$ cat src/rtl/router_out_fifo.sv
// rtl/router_out_fifo.sv - per-port output FIFO of the 1x3 router with header tagging and packet length tracking
module router_out_fifo #(
    parameter int DEPTH = 16,
    parameter int WIDTH = 8
) (
    input  logic             clk,
    input  logic             reset_in,
    input  logic             soft_rst,
    input  logic             write_en,
    input  logic             lfd_state,
    input  logic [WIDTH-1:0] data_in,
    input  logic             read_en,
    output logic [WIDTH-1:0] data_out,
    output logic             full,
    output logic             empty
);
    localparam int AW = $clog2(DEPTH);
    localparam logic [AW:0] OCC_FULL = (AW+1)'(DEPTH);

    logic [WIDTH:0]   mem_q [DEPTH];
    logic [AW-1:0]    wr_ptr_q, wr_ptr_d;
    logic [AW-1:0]    rd_ptr_q, rd_ptr_d;
    logic [AW:0]      occ_q, occ_d;
    logic [6:0]       pkt_cnt_q, pkt_cnt_d;
    logic [WIDTH-1:0] data_out_q, data_out_d;
    logic             push, pop;
    logic [WIDTH:0]   rd_word;

    // Flags come from pre-edge occupancy only, so wrap never confuses them.
    assign full     = (occ_q == OCC_FULL);
    assign empty    = (occ_q == '0);
    assign push     = write_en && !full;
    assign pop      = read_en && !empty;
    assign rd_word  = mem_q[rd_ptr_q];
    assign data_out = data_out_q;

    always_comb begin
        wr_ptr_d   = wr_ptr_q;
        rd_ptr_d   = rd_ptr_q;
        occ_d      = occ_q;
        pkt_cnt_d  = pkt_cnt_q;
        data_out_d = data_out_q;
        if (soft_rst) begin
            wr_ptr_d   = '0;
            rd_ptr_d   = '0;
            occ_d      = '0;
            pkt_cnt_d  = '0;
            data_out_d = '0;
        end else begin
            if (push) begin
                wr_ptr_d = wr_ptr_q + 1'b1;
            end
            if (pop) begin
                rd_ptr_d = rd_ptr_q + 1'b1;
            end
            case ({push, pop})
                2'b10:   occ_d = occ_q + 1'b1;
                2'b01:   occ_d = occ_q - 1'b1;
                default: occ_d = occ_q;
            endcase
            if (pop) begin
                data_out_d = rd_word[WIDTH-1:0];
                // Header length covers the payload; +1 accounts for the parity byte.
                if (rd_word[WIDTH]) begin
                    pkt_cnt_d = {1'b0, rd_word[7:2]} + 7'd1;
                end else if (pkt_cnt_q != '0) begin
                    pkt_cnt_d = pkt_cnt_q - 7'd1;
                end
            end else if (pkt_cnt_q == '0) begin
                data_out_d = '0;
            end
        end
    end

    always_ff @(posedge clk or posedge reset_in) begin
        if (reset_in) begin
            wr_ptr_q   <= '0;
            rd_ptr_q   <= '0;
            occ_q      <= '0;
            pkt_cnt_q  <= '0;
            data_out_q <= '0;
        end else begin
            wr_ptr_q   <= wr_ptr_d;
            rd_ptr_q   <= rd_ptr_d;
            occ_q      <= occ_d;
            pkt_cnt_q  <= pkt_cnt_d;
            data_out_q <= data_out_d;
        end
    end

    // Storage is never cleared; a flush only resets the pointers.
    always_ff @(posedge clk) begin
        if (push && !soft_rst) begin
            mem_q[wr_ptr_q] <= {lfd_state, data_in};
        end
    end
endmodule

$ cat config.mk
export PLATFORM = sky130hd
export DESIGN_NAME = router_out_fifo
export DESIGN_NICKNAME = d
export VERILOG_FILES = /design/src/rtl/router_out_fifo.sv
export SDC_FILE = /design/constraint.sdc
export NUM_CORES = 1
export LEC_CHECK = 0
export CELL_PAD_IN_SITES_DETAIL_PLACEMENT = 1
export CELL_PAD_IN_SITES_GLOBAL_PLACEMENT = 1
export CORE_MARGIN = 8
export CORE_UTILIZATION = 57
export DETAILED_ROUTE_END_ITERATION = 10
export PLACE_DENSITY_LB_ADDON = 0.08
export SLEW_MARGIN = 25
export SYNTH_ARGS = -nofsm -noshare
export SYNTH_HDL_FRONTEND = slang
export SYNTH_SLANG_ARGS = --single-unit
$ cat constraint.sdc
create_clock -name clk -period 6.1 [get_ports clk]
set_input_delay 1.22 -clock clk [delete_from_list [all_inputs] [get_ports clk]]
set_output_delay 1.22 -clock clk [all_outputs]
set_load 0.1 [all_outputs]
==> results.py, run 1 <==
metrics = {
    "yosys": {
        "post_synth_inst_count": 423,
        "ys_seq_area_share_pct": 69.5,
        "post_synth_most_frequent_cells": "sky130_fd_sc_hd__edfxtp_1 (144), sky130_fd_sc_hd__nor2_1 (44), sky130_fd_sc_hd__mux4_2 (37), sky130_fd_sc_hd__dfrtp_1 (28), sky130_fd_sc_hd__nand2_1 (19)",
        "synth_top_flop_cell": "sky130_fd_sc_hd__edfxtp_1",
        "ys_types": 53,
        "synth_edf_count": 144,
        "synth.net_count": 449,
        "synth-async-reset-ratio_pct": 16.3,
        "synth-seq-cells": 172,
        "synth_area_um2": 7230,
        "synthTopCellsByArea": "sky130_fd_sc_hd__edfxtp_1 (60%), sky130_fd_sc_hd__mux4_2 (12%), sky130_fd_sc_hd__dfrtp_1 (9.7%)",
        "avgSynthCellArea_um2": 17.1,
        "synth_top_area_share_pct": 59.8,
        "yosys.cell_count.top_type": "sky130_fd_sc_hd__edfxtp_1",
        "synthesis.yosys.warnings": 0,
        "synth_top_area_cell": "sky130_fd_sc_hd__edfxtp_1",
    },
    "critical_path": {
        "worstReg2RegEnd": "pkt_cnt_q[2]$_DFFE_PP0P_",
        "critical_path.n_buffers_inverters": 1,
        "regToRegSetupSlack_ns": 2.70,
        "critPathArrivalTime_ns": 2.71,
        "cp_slowest_stage_delay_ns": 1.14,
        "reg2reg_from": "rd_ptr_q[0]$_DFFE_PP0P_",
        "critPathSlowestCell": "sky130_fd_sc_hd__clkdlybuf4s50_1",
        "critical_path_peak_fanout": 5,
        "worstSetupPathType": "flop to output pin",
        "setup.worst_path.start": "occ_q[1]$_DFFE_PP0P_",
        "critPathCapture": "empty",
        "cell_family_contributing_the_most_delay_on_the_critical_path": "buffers and inverters",
        "path_cells": "or4_1, nor2_1, clkdlybuf4s50_1",
        "worstSetupPathDepth": 3,
        "crit_path_required_time_ns": 4.88,
        "critPathCaptureType": "output pin",
        "worstSetupStartpointType": "flop",
        "timing.reg2reg.worst_path_depth": 10,
    },
    "routing": {
        "dr.first_iter.drc_count": 304,
        "detailroute.via_count": 3880,
        "drt.antenna.violating_nets": 0,
        "wl_mm": 16.1,
        "avgRoutedWirePerCell_um": 25.1,
        "drc": 0,
        "route.detailed.vias_per_inst": 6.05,
        "drt_first_pass_iters": 4,
    },
    "cells_and_area": {
        "fill_count": 1127,
        "fraction_of_final_layout_cells_sized_beyond_drive_strength_1_pct": 19.2,
        "post-route-cell-area_um2": 8230,
        "insertedDiodeCount": 0,
        "areaGrowthSynthToFinish_pct": 13.8,
        "nNetsFinal": 482,
    },
    "timing": {
        "tightestPinTransition_ns": 1.00,
        "setup_repair_after_global_routing_missed_its_margin": "no",
        "clock.fmax_ghz": 0.254,
        "setup_violations": 0,
        "hold_violations_final": 0,
        "finClkSkew_ns": 0.0156,
        "setup_tns_ns": 0,
        "slew_headroom_pct": 32.9,
        "finalWorstPathRequiredPeriod_ns": 3.93,
        "final_max_slew_viol_count": 0,
        "min_period_over_period_pct": 64.5,
    },
    "place": {
        "detailed_place.area_um2": 7640,
        "io_buffers": 23,
        "hpwl_mm": 10.3,
        "gpl.final_weighted_congestion": 0.748,
    },
    "pwr": {
        "p_sw_share_pct": 33.8,
        "sequentialPowerShare_pct": 40.5,
        "clock_power_share_pct": 29.2,
        "power_leakage_uw": 0.00279,
        "peakVddDrop_mv": 0.270,
        "net-switching-power_uw": 1210,
        "combinational_fraction_of_design_power_pct": 30.4,
        "power_per_cell_area_nw_per_um2": 437,
        "cellInternalPower_uw": 2380,
    },
    "cts": {
        "cts_max_path_buffers": 2,
        "count_of_hold_buffers_inserted_by_post_cts_repair": 0,
        "post_cts_resized": 0,
        "postCtsSetupBuffers": 0,
        "clock_tree.htree_level_count": 4,
        "worstSkewPairLatency_ns": 0.43,
        "cts_buffers": 17,
        "path_clk_slew_ns": 0.06,
        "clock-sinks": 172,
        "cts.root.buffer_cell": "sky130_fd_sc_hd__clkbuf_16",
        "clock_tree_from_tritoncts": "built",
    },
    "die": {
        "floorplan.die_area_um2": 16500,
        "die-height_um": 129,
        "die_w_um": 129,
        "core_region_area_um2": 12500,
        "initial_core_utilization_pct": 57.8,
        "pin_count": 24,
        "placement_rows": 41,
    },
    "global_routing": {
        "grt_pass1_vias": 4191,
        "globalRouteTotalUtil_pct": 21.1,
        "global_route.peak_usage_layer": "met2",
        "globalRouteMet1Util_pct": 25.2,
        "number_of_antenna_violations_at_the_first_check_in_global_routing": 0,
        "met2_usage_pct": 36.5,
        "largest_net_degree_at_the_start_of_global_routing": 29,
        "grt-ovfl-total": 0,
        "met3_usage_pct": 4.59,
        "grt_first_pass_wirelength_mm": 24.9,
    },
    "min_path": {
        "hold_path_class": "flop to flop",
    },
    "run": {
        "cap_viol_max_count": 0,
    },
    "status": {
        "run_status": "completed",
    },
}
registers in the layout, summed over array words and instances (netlist names):
signal and cells:
rd_ptr_q 4, pkt_cnt_q 7, data_out 8, mem_q 144, occ_q 5, wr_ptr_q 4
cells in the final DEF, fill, tap and decap left out, types with 4 or more instances in the layout:
master | Yosys | layout
sky130_fd_sc_hd__edfxtp_1 | 144 | 144
sky130_fd_sc_hd__mux4_2 | 37 | 37
sky130_fd_sc_hd__nor2_1 | 44 | 35
sky130_fd_sc_hd__dfrtp_1 | 28 | 27
sky130_fd_sc_hd__clkdlybuf4s50_1 | 0 | 23
sky130_fd_sc_hd__nand2_1 | 19 | 19
sky130_fd_sc_hd__clkbuf_16 | 0 | 17
sky130_fd_sc_hd__inv_1 | 15 | 14
sky130_fd_sc_hd__mux2i_1 | 11 | 11
sky130_fd_sc_hd__ha_1 | 11 | 11
sky130_fd_sc_hd__a22o_1 | 10 | 10
sky130_fd_sc_hd__a21oi_1 | 9 | 9
sky130_fd_sc_hd__nor2_2 | 0 | 9
sky130_fd_sc_hd__buf_4 | 1 | 9
sky130_fd_sc_hd__nand3_1 | 7 | 7
sky130_fd_sc_hd__a22oi_1 | 7 | 7
sky130_fd_sc_hd__xnor2_1 | 7 | 7
sky130_fd_sc_hd__a221oi_1 | 5 | 5
sky130_fd_sc_hd__xor2_1 | 4 | 4
sky130_fd_sc_hd__clkinv_4 | 0 | 4
worst min path at each step:
stage	startpoint	to	slack, ns	cells past startpoint
floorplan	pkt_cnt_q[0]$_DFFE_PP0P_	pkt_cnt_q[0]$_DFFE_PP0P_	0.54	2
global placement	data_out[1]$_DFFE_PP0P_	data_out[1]$_DFFE_PP0P_	0.49	1
detailed placement	data_out[1]$_DFFE_PP0P_	data_out[1]$_DFFE_PP0P_	0.49	1
CTS	data_out[1]$_DFFE_PP0P_	data_out[1]$_DFFE_PP0P_	0.51	1
global route	data_out[1]$_DFFE_PP0P_	data_out[1]$_DFFE_PP0P_	0.52	1
finish	data_out[1]$_DFFE_PP0P_	data_out[1]$_DFFE_PP0P_	0.51	1
worst reg2reg max path, delay by kind of cell (launching register included):
kind	cells	cell delay [ns]
compound gates	4	0.64
simple gates	2	0.32
fa+ha+maj	1	0.27
flops	1	0.96
buf+inv	2	0.54
mux	1	0.58
cell type report:
type | instances | area, µm² | area share (%)
repair buffers | 32 | 298 | 3.62
inverters | 15 | 56.3 | 0.684
well taps | 172 | 215 | 2.62
clock buffers | 19 | 433 | 5.26
clock inverters | 13 | 143 | 1.73
flip-flops and latches | 172 | 5030 | 61.1
multi-input cells | 218 | 2060 | 25.0
routing by layer:
metal | share of wire [%] | vias up
li1 | - | 1729
met1 | 41 | 2047
met2 | 53 | 83
met3 | 4.5 | 21
met4 | 1.6 | 0
met5 | 0 | -
metrics by stage:
| stage | utilization, % | total power [µW] | setup WS (ns) | std cells | hold WS (ns) |
|---|---|---|---|---|---|
| detailed placement | 61.0 | 2570 | 1.85 | 609 | 0.494 |
| floorplan | - | 2330 | 2.63 | 423 | 0.536 |
| global placement | 61.0 | 2550 | 2.00 | 609 | 0.489 |
| finish | 65.7 | 3600 | 2.17 | 641 | 0.506 |
| global route | 65.7 | 3760 | 2.00 | 641 | 0.524 |
| CTS | 65.6 | 3610 | 2.15 | 641 | 0.509 |
power by group through the flow:
stage | logic (µW) | clock network (µW) | registers (µW)
after floorplan | 787 | 0 | 1540
after global placement | 1070 | 0 | 1480
after detailed placement | 1090 | 0 | 1480
after CTS | 1100 | 1060 | 1460
after global routing | 1190 | 1090 | 1470
final | 1090 | 1050 | 1450
cells by family after synthesis:
kind of cell / synth area share, %
adders and majority gates: 2.18
buffers and inverters: 2.35
xor gates and xnor gates: 1.33
muxes: 13.0
AOI/OAI and AO/OA: 5.87
and+or+nand+nor: 5.73
DFF: 69.5
(Power assumes the default switching activity.)
==> inputs of run 2 (changes only) <==
--- a/config.mk
+++ b/config.mk
@@ -8,7 +8,7 @@
 export CELL_PAD_IN_SITES_DETAIL_PLACEMENT = 1
 export CELL_PAD_IN_SITES_GLOBAL_PLACEMENT = 1
 export CORE_MARGIN = 8
-export CORE_UTILIZATION = 57
+export CORE_UTILIZATION = 53
 export DETAILED_ROUTE_END_ITERATION = 10
 export PLACE_DENSITY_LB_ADDON = 0.08
 export SLEW_MARGIN = 25
==> constraint.sdc (replaced) <==
create_clock -name clk -period 4.05 [get_ports clk]
set_input_delay 0.81 -clock clk [delete_from_list [all_inputs] [get_ports clk]]
set_output_delay 0.81 -clock clk [all_outputs]
set_load 0.1 [all_outputs]
==> results.py, run 2 (same netlist as run 1, synthesis figures left out) <==
metrics = {
    "cells_and_area": {
        "insertedDiodeCount": 0,
        "layout_common_cells": "sky130_fd_sc_hd__edfxtp_1 (144), sky130_fd_sc_hd__nor2_1 (44), sky130_fd_sc_hd__mux4_2 (37), sky130_fd_sc_hd__dfrtp_1 (27), sky130_fd_sc_hd__buf_4 (27)",
        "nNetsFinal": 498,
        "fraction_of_final_layout_cells_sized_beyond_drive_strength_1_pct": 20.8,
        "final_common_cell": "sky130_fd_sc_hd__edfxtp_1",
        "largest_reg_flops": 144,
        "areaGrowthSynthToFinish_pct": 14.8,
        "largest_register": "mem_q",
    },
    "cts": {
        "postCtsSetupBuffers": 0,
        "clock_tree_from_tritoncts": "built",
        "path_clk_slew_ns": 0.06,
        "post_cts_resized": 0,
        "worstSkewPairLatency_ns": 0.42,
        "cts_max_path_buffers": 2,
        "count_of_hold_buffers_inserted_by_post_cts_repair": 0,
        "clock-sinks": 172,
        "cts.root.buffer_cell": "sky130_fd_sc_hd__clkbuf_16",
        "cts_buffers": 17,
        "clock_tree.htree_level_count": 4,
    },
    "routing": {
        "drc": 0,
        "route.detailed.vias_per_inst": 6.03,
        "dr.first_iter.drc_count": 377,
        "drt.antenna.violating_nets": 0,
        "wl_mm": 16.9,
        "drt_first_pass_iters": 4,
        "avgRoutedWirePerCell_um": 25.5,
        "detailroute.via_count": 3985,
    },
    "critical_path": {
        "timing.reg2reg.worst_path_depth": 10,
        "critPathArrivalTime_ns": 3.40,
        "worstSetupStartpointType": "flop",
        "crit_path_required_time_ns": 4.40,
        "reg2reg_from": "rd_ptr_q[2]$_DFFE_PP0P_",
        "critical_path_peak_fanout": 12,
        "critPathCaptureType": "flop",
        "regToRegSetupSlack_ns": 1.0,
        "worstReg2RegEnd": "pkt_cnt_q[2]$_DFFE_PP0P_",
        "worstSetupPathType": "flop to flop",
    },
    "die": {
        "initial_core_utilization_pct": 54.4,
        "pin_count": 24,
        "die_w_um": 133,
        "die-height_um": 133,
        "floorplan.die_area_um2": 17600,
        "core_region_area_um2": 13300,
        "placement_rows": 42,
    },
    "timing": {
        "final_max_slew_viol_count": 0,
        "min_period_over_period_pct": 75.4,
        "timing.hold.ws_ns": 0.504,
        "finClkSkew_ns": 0.00799,
        "tightestPinTransition_ns": 0.979,
        "setup_violations": 0,
        "hold_violations_final": 0,
        "setup_tns_ns": 0,
        "slew_headroom_pct": 34.6,
        "clock.fmax_ghz": 0.328,
        "setup_repair_after_global_routing_missed_its_margin": "no",
        "finalWorstPathRequiredPeriod_ns": 3.05,
    },
    "min_path": {
        "worst_hold_path.num_cells": 1,
        "worst_hold_startpoint": "data_out[1]$_DFFE_PP0P_",
        "hold_path_class": "flop to flop",
        "min_delay_worst_endpoint": "data_out[1]$_DFFE_PP0P_",
    },
    "global_routing": {
        "globalRouteTotalUtil_pct": 20.2,
        "grt_pass1_vias": 4330,
        "grt_first_pass_wirelength_mm": 26.2,
        "number_of_antenna_violations_at_the_first_check_in_global_routing": 0,
        "grt-ovfl-total": 0,
        "largest_net_degree_at_the_start_of_global_routing": 29,
    },
    "pwr": {
        "peakVddDrop_mv": 0.343,
        "power_leakage_uw": 0.00286,
        "power_per_cell_area_nw_per_um2": 652,
    },
    "place": {
        "hpwl_mm": 11.1,
        "gpl.final_weighted_congestion": 0.792,
        "io_buffers": 23,
    },
    "run": {
        "cap_viol_max_count": 0,
    },
    "status": {
        "run_status": "completed",
    },
}
[run 2: changes by cell type in the layout (fill, tap and decap cells not counted)]
cell                              before  now
sky130_fd_sc_hd__buf_4                 9   27
sky130_fd_sc_hd__nor2_1               35   44
sky130_fd_sc_hd__nor2_2                9    0
sky130_fd_sc_hd__clkinvlp_4            1    4
sky130_fd_sc_hd__clkdlybuf4s50_1      23   21
sky130_fd_sc_hd__clkinv_1              3    1
sky130_fd_sc_hd__clkinv_2              0    2
sky130_fd_sc_hd__clkinv_4              4    2
sky130_fd_sc_hd__bufinv_16             2    1
sky130_fd_sc_hd__inv_6                 2    3
sky130_fd_sc_hd__inv_8                 1    0
[run 2: final cells by class]
| class | instances | area [µm²] |
|---|---|---|
| tap | 176 | 220 |
| timing repair buffer | 48 | 413 |
| clock inverter | 13 | 118 |
| multi-input combinational | 218 | 2040 |
| sequential | 172 | 5030 |
| fill | 1209 | 4990 |
| inverter | 15 | 56.3 |
| clock buffer | 19 | 433 |
[run 2: critical path, stage by stage (launching register included)]
cell	delay (ns)
sky130_fd_sc_hd__dfrtp_1	0.71
sky130_fd_sc_hd__nor2b_1	0.22
sky130_fd_sc_hd__a221oi_1	0.44
sky130_fd_sc_hd__nor2_1	0.09
sky130_fd_sc_hd__o21ai_1	0.42
sky130_fd_sc_hd__ha_1	0.29
sky130_fd_sc_hd__inv_1	0.07
sky130_fd_sc_hd__or3_1	0.36
sky130_fd_sc_hd__a31oi_1	0.17
sky130_fd_sc_hd__o22ai_1	0.09
sky130_fd_sc_hd__nor2_1	0.11
[run 2: how the worst max path moves through the flow]
stage,from,end,slack (ns),cells past startpoint
global placement,write_en,occ_q[4]$_DFFE_PP0P_,0.88,11
finish,rd_ptr_q[2]$_DFFE_PP0P_,pkt_cnt_q[2]$_DFFE_PP0P_,1.0,10
floorplan,occ_q[1]$_DFFE_PP0P_,empty,0.99,2
CTS,rd_ptr_q[0]$_DFFE_PP0P_,pkt_cnt_q[5]$_DFFE_PP0P_,0.97,8
global route,rd_ptr_q[0]$_DFFE_PP0P_,pkt_cnt_q[0]$_DFFE_PP0P_,0.78,7
detailed placement,write_en,occ_q[4]$_DFFE_PP0P_,0.76,11
[run 2: per-stage QoR]
stage / worst slack [ns] / total power [µW] / cell area (µm²) / std cells / util (%)
2_1_floorplan: 0.992 / 3510 / 7230 / 423 / -
3_3_place_gp: 0.882 / 3860 / 7750 / 629 / 58.3
3_5_place_dp: 0.755 / 3930 / 7750 / 629 / 58.3
4_1_cts: 0.967 / 5450 / 8300 / 661 / 62.4
5_1_grt: 0.784 / 5640 / 8300 / 661 / 62.4
6_report: 0.998 / 5410 / 8300 / 661 / 62.4
[run 2: per-layer routing]
layer / vias to the layer above / global-route usage, % / wire [µm]
met5: - / 0 / 0
met4: 0 / 8.08 / 273
met3: 18 / 4.31 / 955
met1: 2088 / 24.8 / 6840
li1: 1768 / - / -
met2: 111 / 34.2 / 8810
[run 2: power by group]
part	switching [µW]	internal, µW
registers	115	2030
clock network	677	849
logic	1080	658
total	1870	3540
==> inputs of run 3 (changes only) <==
--- a/config.mk
+++ b/config.mk
@@ -8,7 +8,7 @@
 export CELL_PAD_IN_SITES_DETAIL_PLACEMENT = 1
 export CELL_PAD_IN_SITES_GLOBAL_PLACEMENT = 1
 export CORE_MARGIN = 8
-export CORE_UTILIZATION = 53
+export CORE_UTILIZATION = 47
 export DETAILED_ROUTE_END_ITERATION = 10
 export PLACE_DENSITY_LB_ADDON = 0.08
 export SLEW_MARGIN = 25
==> constraint.sdc (replaced) <==
create_clock -name clk -period 2.6 [get_ports clk]
set_input_delay 0.52 -clock clk [delete_from_list [all_inputs] [get_ports clk]]
set_output_delay 0.52 -clock clk [all_outputs]
set_load 0.1 [all_outputs]
==> results.py, run 3 (same netlist as run 1, synthesis figures left out) <==
metrics = {
    "status": {
        "run_status": "completed",
    },
    "cells_and_area": {
        "nNetsFinal": 517,
        "final_common_cell": "sky130_fd_sc_hd__edfxtp_1",
        "largest_reg_flops": 144,
        "final-seq-area_um2": 5030,
        "insertedDiodeCount": 0,
        "largest_register": "mem_q",
        "multi_input_comb_area_um2": 2090,
        "post-route-cell-area_um2": 8620,
        "areaGrowthSynthToFinish_pct": 19.2,
        "fill_count": 1384,
        "layout_common_cells": "sky130_fd_sc_hd__edfxtp_1 (144), sky130_fd_sc_hd__buf_4 (46), sky130_fd_sc_hd__nor2_1 (44), sky130_fd_sc_hd__mux4_2 (37), sky130_fd_sc_hd__dfrtp_1 (27)",
        "fraction_of_final_layout_cells_sized_beyond_drive_strength_1_pct": 27.6,
    },
    "global_routing": {
        "largest_net_degree_at_the_start_of_global_routing": 29,
        "grt-ovfl-total": 0,
        "grt_pass1_vias": 4375,
        "grt_first_pass_wirelength_mm": 26.2,
        "globalRouteTotalUtil_pct": 18.1,
        "number_of_antenna_violations_at_the_first_check_in_global_routing": 0,
    },
    "critical_path": {
        "critPathCaptureType": "flop",
        "critical_path_peak_fanout": 23,
        "critPathArrivalTime_ns": 2.81,
        "crit_path_required_time_ns": 2.91,
        "worstSetupStartpointType": "flop",
        "worstSetupPathType": "flop to flop",
    },
    "routing": {
        "route.detailed.vias_per_inst": 5.75,
        "dr.first_iter.drc_count": 322,
        "drc": 0,
        "detailroute.via_count": 3977,
        "avgRoutedWirePerCell_um": 24.2,
        "drt.antenna.violating_nets": 0,
        "wl_mm": 16.8,
        "drt_first_pass_iters": 4,
    },
    "timing": {
        "tightestPinTransition_ns": 0.618,
        "setup_violations": 0,
        "min_period_over_period_pct": 95.9,
        "slew_headroom_pct": 58.7,
        "final_max_slew_viol_count": 0,
        "timing.hold.ws_ns": 0.477,
        "clock.fmax_ghz": 0.401,
        "hold_violations_final": 0,
        "setup_repair_after_global_routing_missed_its_margin": "no",
        "finalWorstPathRequiredPeriod_ns": 2.49,
        "finClkSkew_ns": 0.00636,
    },
    "pwr": {
        "combinational_fraction_of_design_power_pct": 34.7,
        "p_sw_share_pct": 34.4,
        "power_leakage_uw": 0.00302,
        "power_per_cell_area_nw_per_um2": 1030,
        "clock_power_share_pct": 27.7,
        "sequentialPowerShare_pct": 37.6,
        "peakVddDrop_mv": 0.613,
        "net-switching-power_uw": 3060,
        "cellInternalPower_uw": 5840,
    },
    "cts": {
        "cts_max_path_buffers": 2,
        "count_of_hold_buffers_inserted_by_post_cts_repair": 0,
        "clock_tree_from_tritoncts": "built",
        "worstSkewPairLatency_ns": 0.43,
        "cts.root.buffer_cell": "sky130_fd_sc_hd__clkbuf_16",
        "cts_buffers": 17,
        "path_clk_slew_ns": 0.07,
        "clock-sinks": 172,
        "clock_tree.htree_level_count": 4,
    },
    "die": {
        "floorplan.die_area_um2": 19600,
        "pin_count": 24,
        "die_w_um": 140,
        "die-height_um": 140,
        "core_region_area_um2": 15100,
        "placement_rows": 45,
        "initial_core_utilization_pct": 47.7,
    },
    "min_path": {
        "hold_path_class": "primary input to async pin",
    },
    "place": {
        "hpwl_mm": 11.1,
        "gpl.final_weighted_congestion": 0.727,
        "io_buffers": 23,
        "detailed_place.area_um2": 7970,
    },
    "run": {
        "cap_viol_max_count": 0,
    },
}
## run 3: cell types whose count changed in the layout (fill, tap and decap cells not counted), moves of 2 or more
| cell | previous run | this run |
|---|---|---|
| sky130_fd_sc_hd__a221oi_1 | 5 | 1 |
| sky130_fd_sc_hd__clkbuf_1 | 2 | 0 |
| sky130_fd_sc_hd__buf_4 | 27 | 46 |
| sky130_fd_sc_hd__a221oi_2 | 0 | 4 |
| sky130_fd_sc_hd__inv_8 | 0 | 2 |
| sky130_fd_sc_hd__buf_12 | 0 | 8 |
| sky130_fd_sc_hd__clkdlybuf4s50_1 | 21 | 13 |
## run 3: layer usage
metal	track usage (%)	part of all wire, %	vias up
met5	0	0	-
met3	3.40	3.9	19
met1	23.0	44	2078
met2	30.9	50	82
met4	6.00	1.4	0
li1	-	-	1798
## run 3: power by group through the flow
| stage | Combinational [µW] | Clock, µW | Sequential [µW] |
|---|---|---|---|
| 3_3_place_gp | 2950 | 0 | 3380 |
| 3_5_place_dp | 3010 | 0 | 3390 |
| 4_1_cts | 3020 | 2510 | 3330 |
| 2_1_floorplan | 1850 | 0 | 3620 |
| 6_report | 3090 | 2470 | 3350 |
| 5_1_grt | 3330 | 2610 | 3370 |
## run 3: path summary, 6_finish.rpt
| kind | depth (start not counted) | slack (ns) | start | end |
|---|---|---|---|---|
| worst max-delay path | 6 | 0.11 | rd_ptr_q[0]$_DFFE_PP0P_ | pkt_cnt_q[0]$_DFFE_PP0P_ |
| worst min-delay path | 3 | 0.48 | reset_in | data_out[1]$_DFFE_PP0P_ |
| worst max register to register | 6 | 0.11 | rd_ptr_q[0]$_DFFE_PP0P_ | pkt_cnt_q[0]$_DFFE_PP0P_ |
| worst min register to register | 1 | 0.50 | data_out[0]$_DFFE_PP0P_ | data_out[0]$_DFFE_PP0P_ |
| max in group asynchronous | 3 | 1.82 | reset_in | rd_ptr_q[0]$_DFFE_PP0P_ |
| min in group clk | 1 | 0.50 | data_out[0]$_DFFE_PP0P_ | data_out[0]$_DFFE_PP0P_ |
## run 3: final cells by class
cell class                      count  area share, %
Timing Repair Buffer               67           7.37
Inverter                           15          0.653
Clock buffer                       18           5.09
Tap cell                          188           2.73
Sequential cell                   172           58.3
Multi-Input combinational cell    218           24.3
Clock inverter                     14           1.58
## run 3: through the flow
| stage | util, % | total power (µW) | setup WS [ns] | TNS (ns) | instances |
|---|---|---|---|---|---|
| after detailed placement | 52.6 | 6400 | -0.0504 | -0.0890 | 657 |
| after floorplan | - | 5470 | -0.168 | -0.336 | 423 |
| after global placement | 52.6 | 6330 | 0.0252 | 0 | 657 |
| after global routing | 56.9 | 9310 | 0.00110 | 0 | 692 |
| final | 56.9 | 8900 | 0.105 | 0 | 692 |
| after CTS | 56.4 | 8860 | 0.0121 | 0 | 689 |
## run 3: critical path: stages, from the launching register on
cell	delay (ns)
sky130_fd_sc_hd__dfrtp_2	0.44
sky130_fd_sc_hd__buf_12	0.24
sky130_fd_sc_hd__mux4_2	0.53
sky130_fd_sc_hd__mux4_2	0.61
sky130_fd_sc_hd__a32o_1	0.31
sky130_fd_sc_hd__a22oi_1	0.18
sky130_fd_sc_hd__nor2_1	0.06
## run 3: repair_timing
action | 4_1_cts | 5_1_grt
endpoints found under the setup margin | 0 | 6
gates resized for setup | 0 | 9
setup buffers | 0 | 3
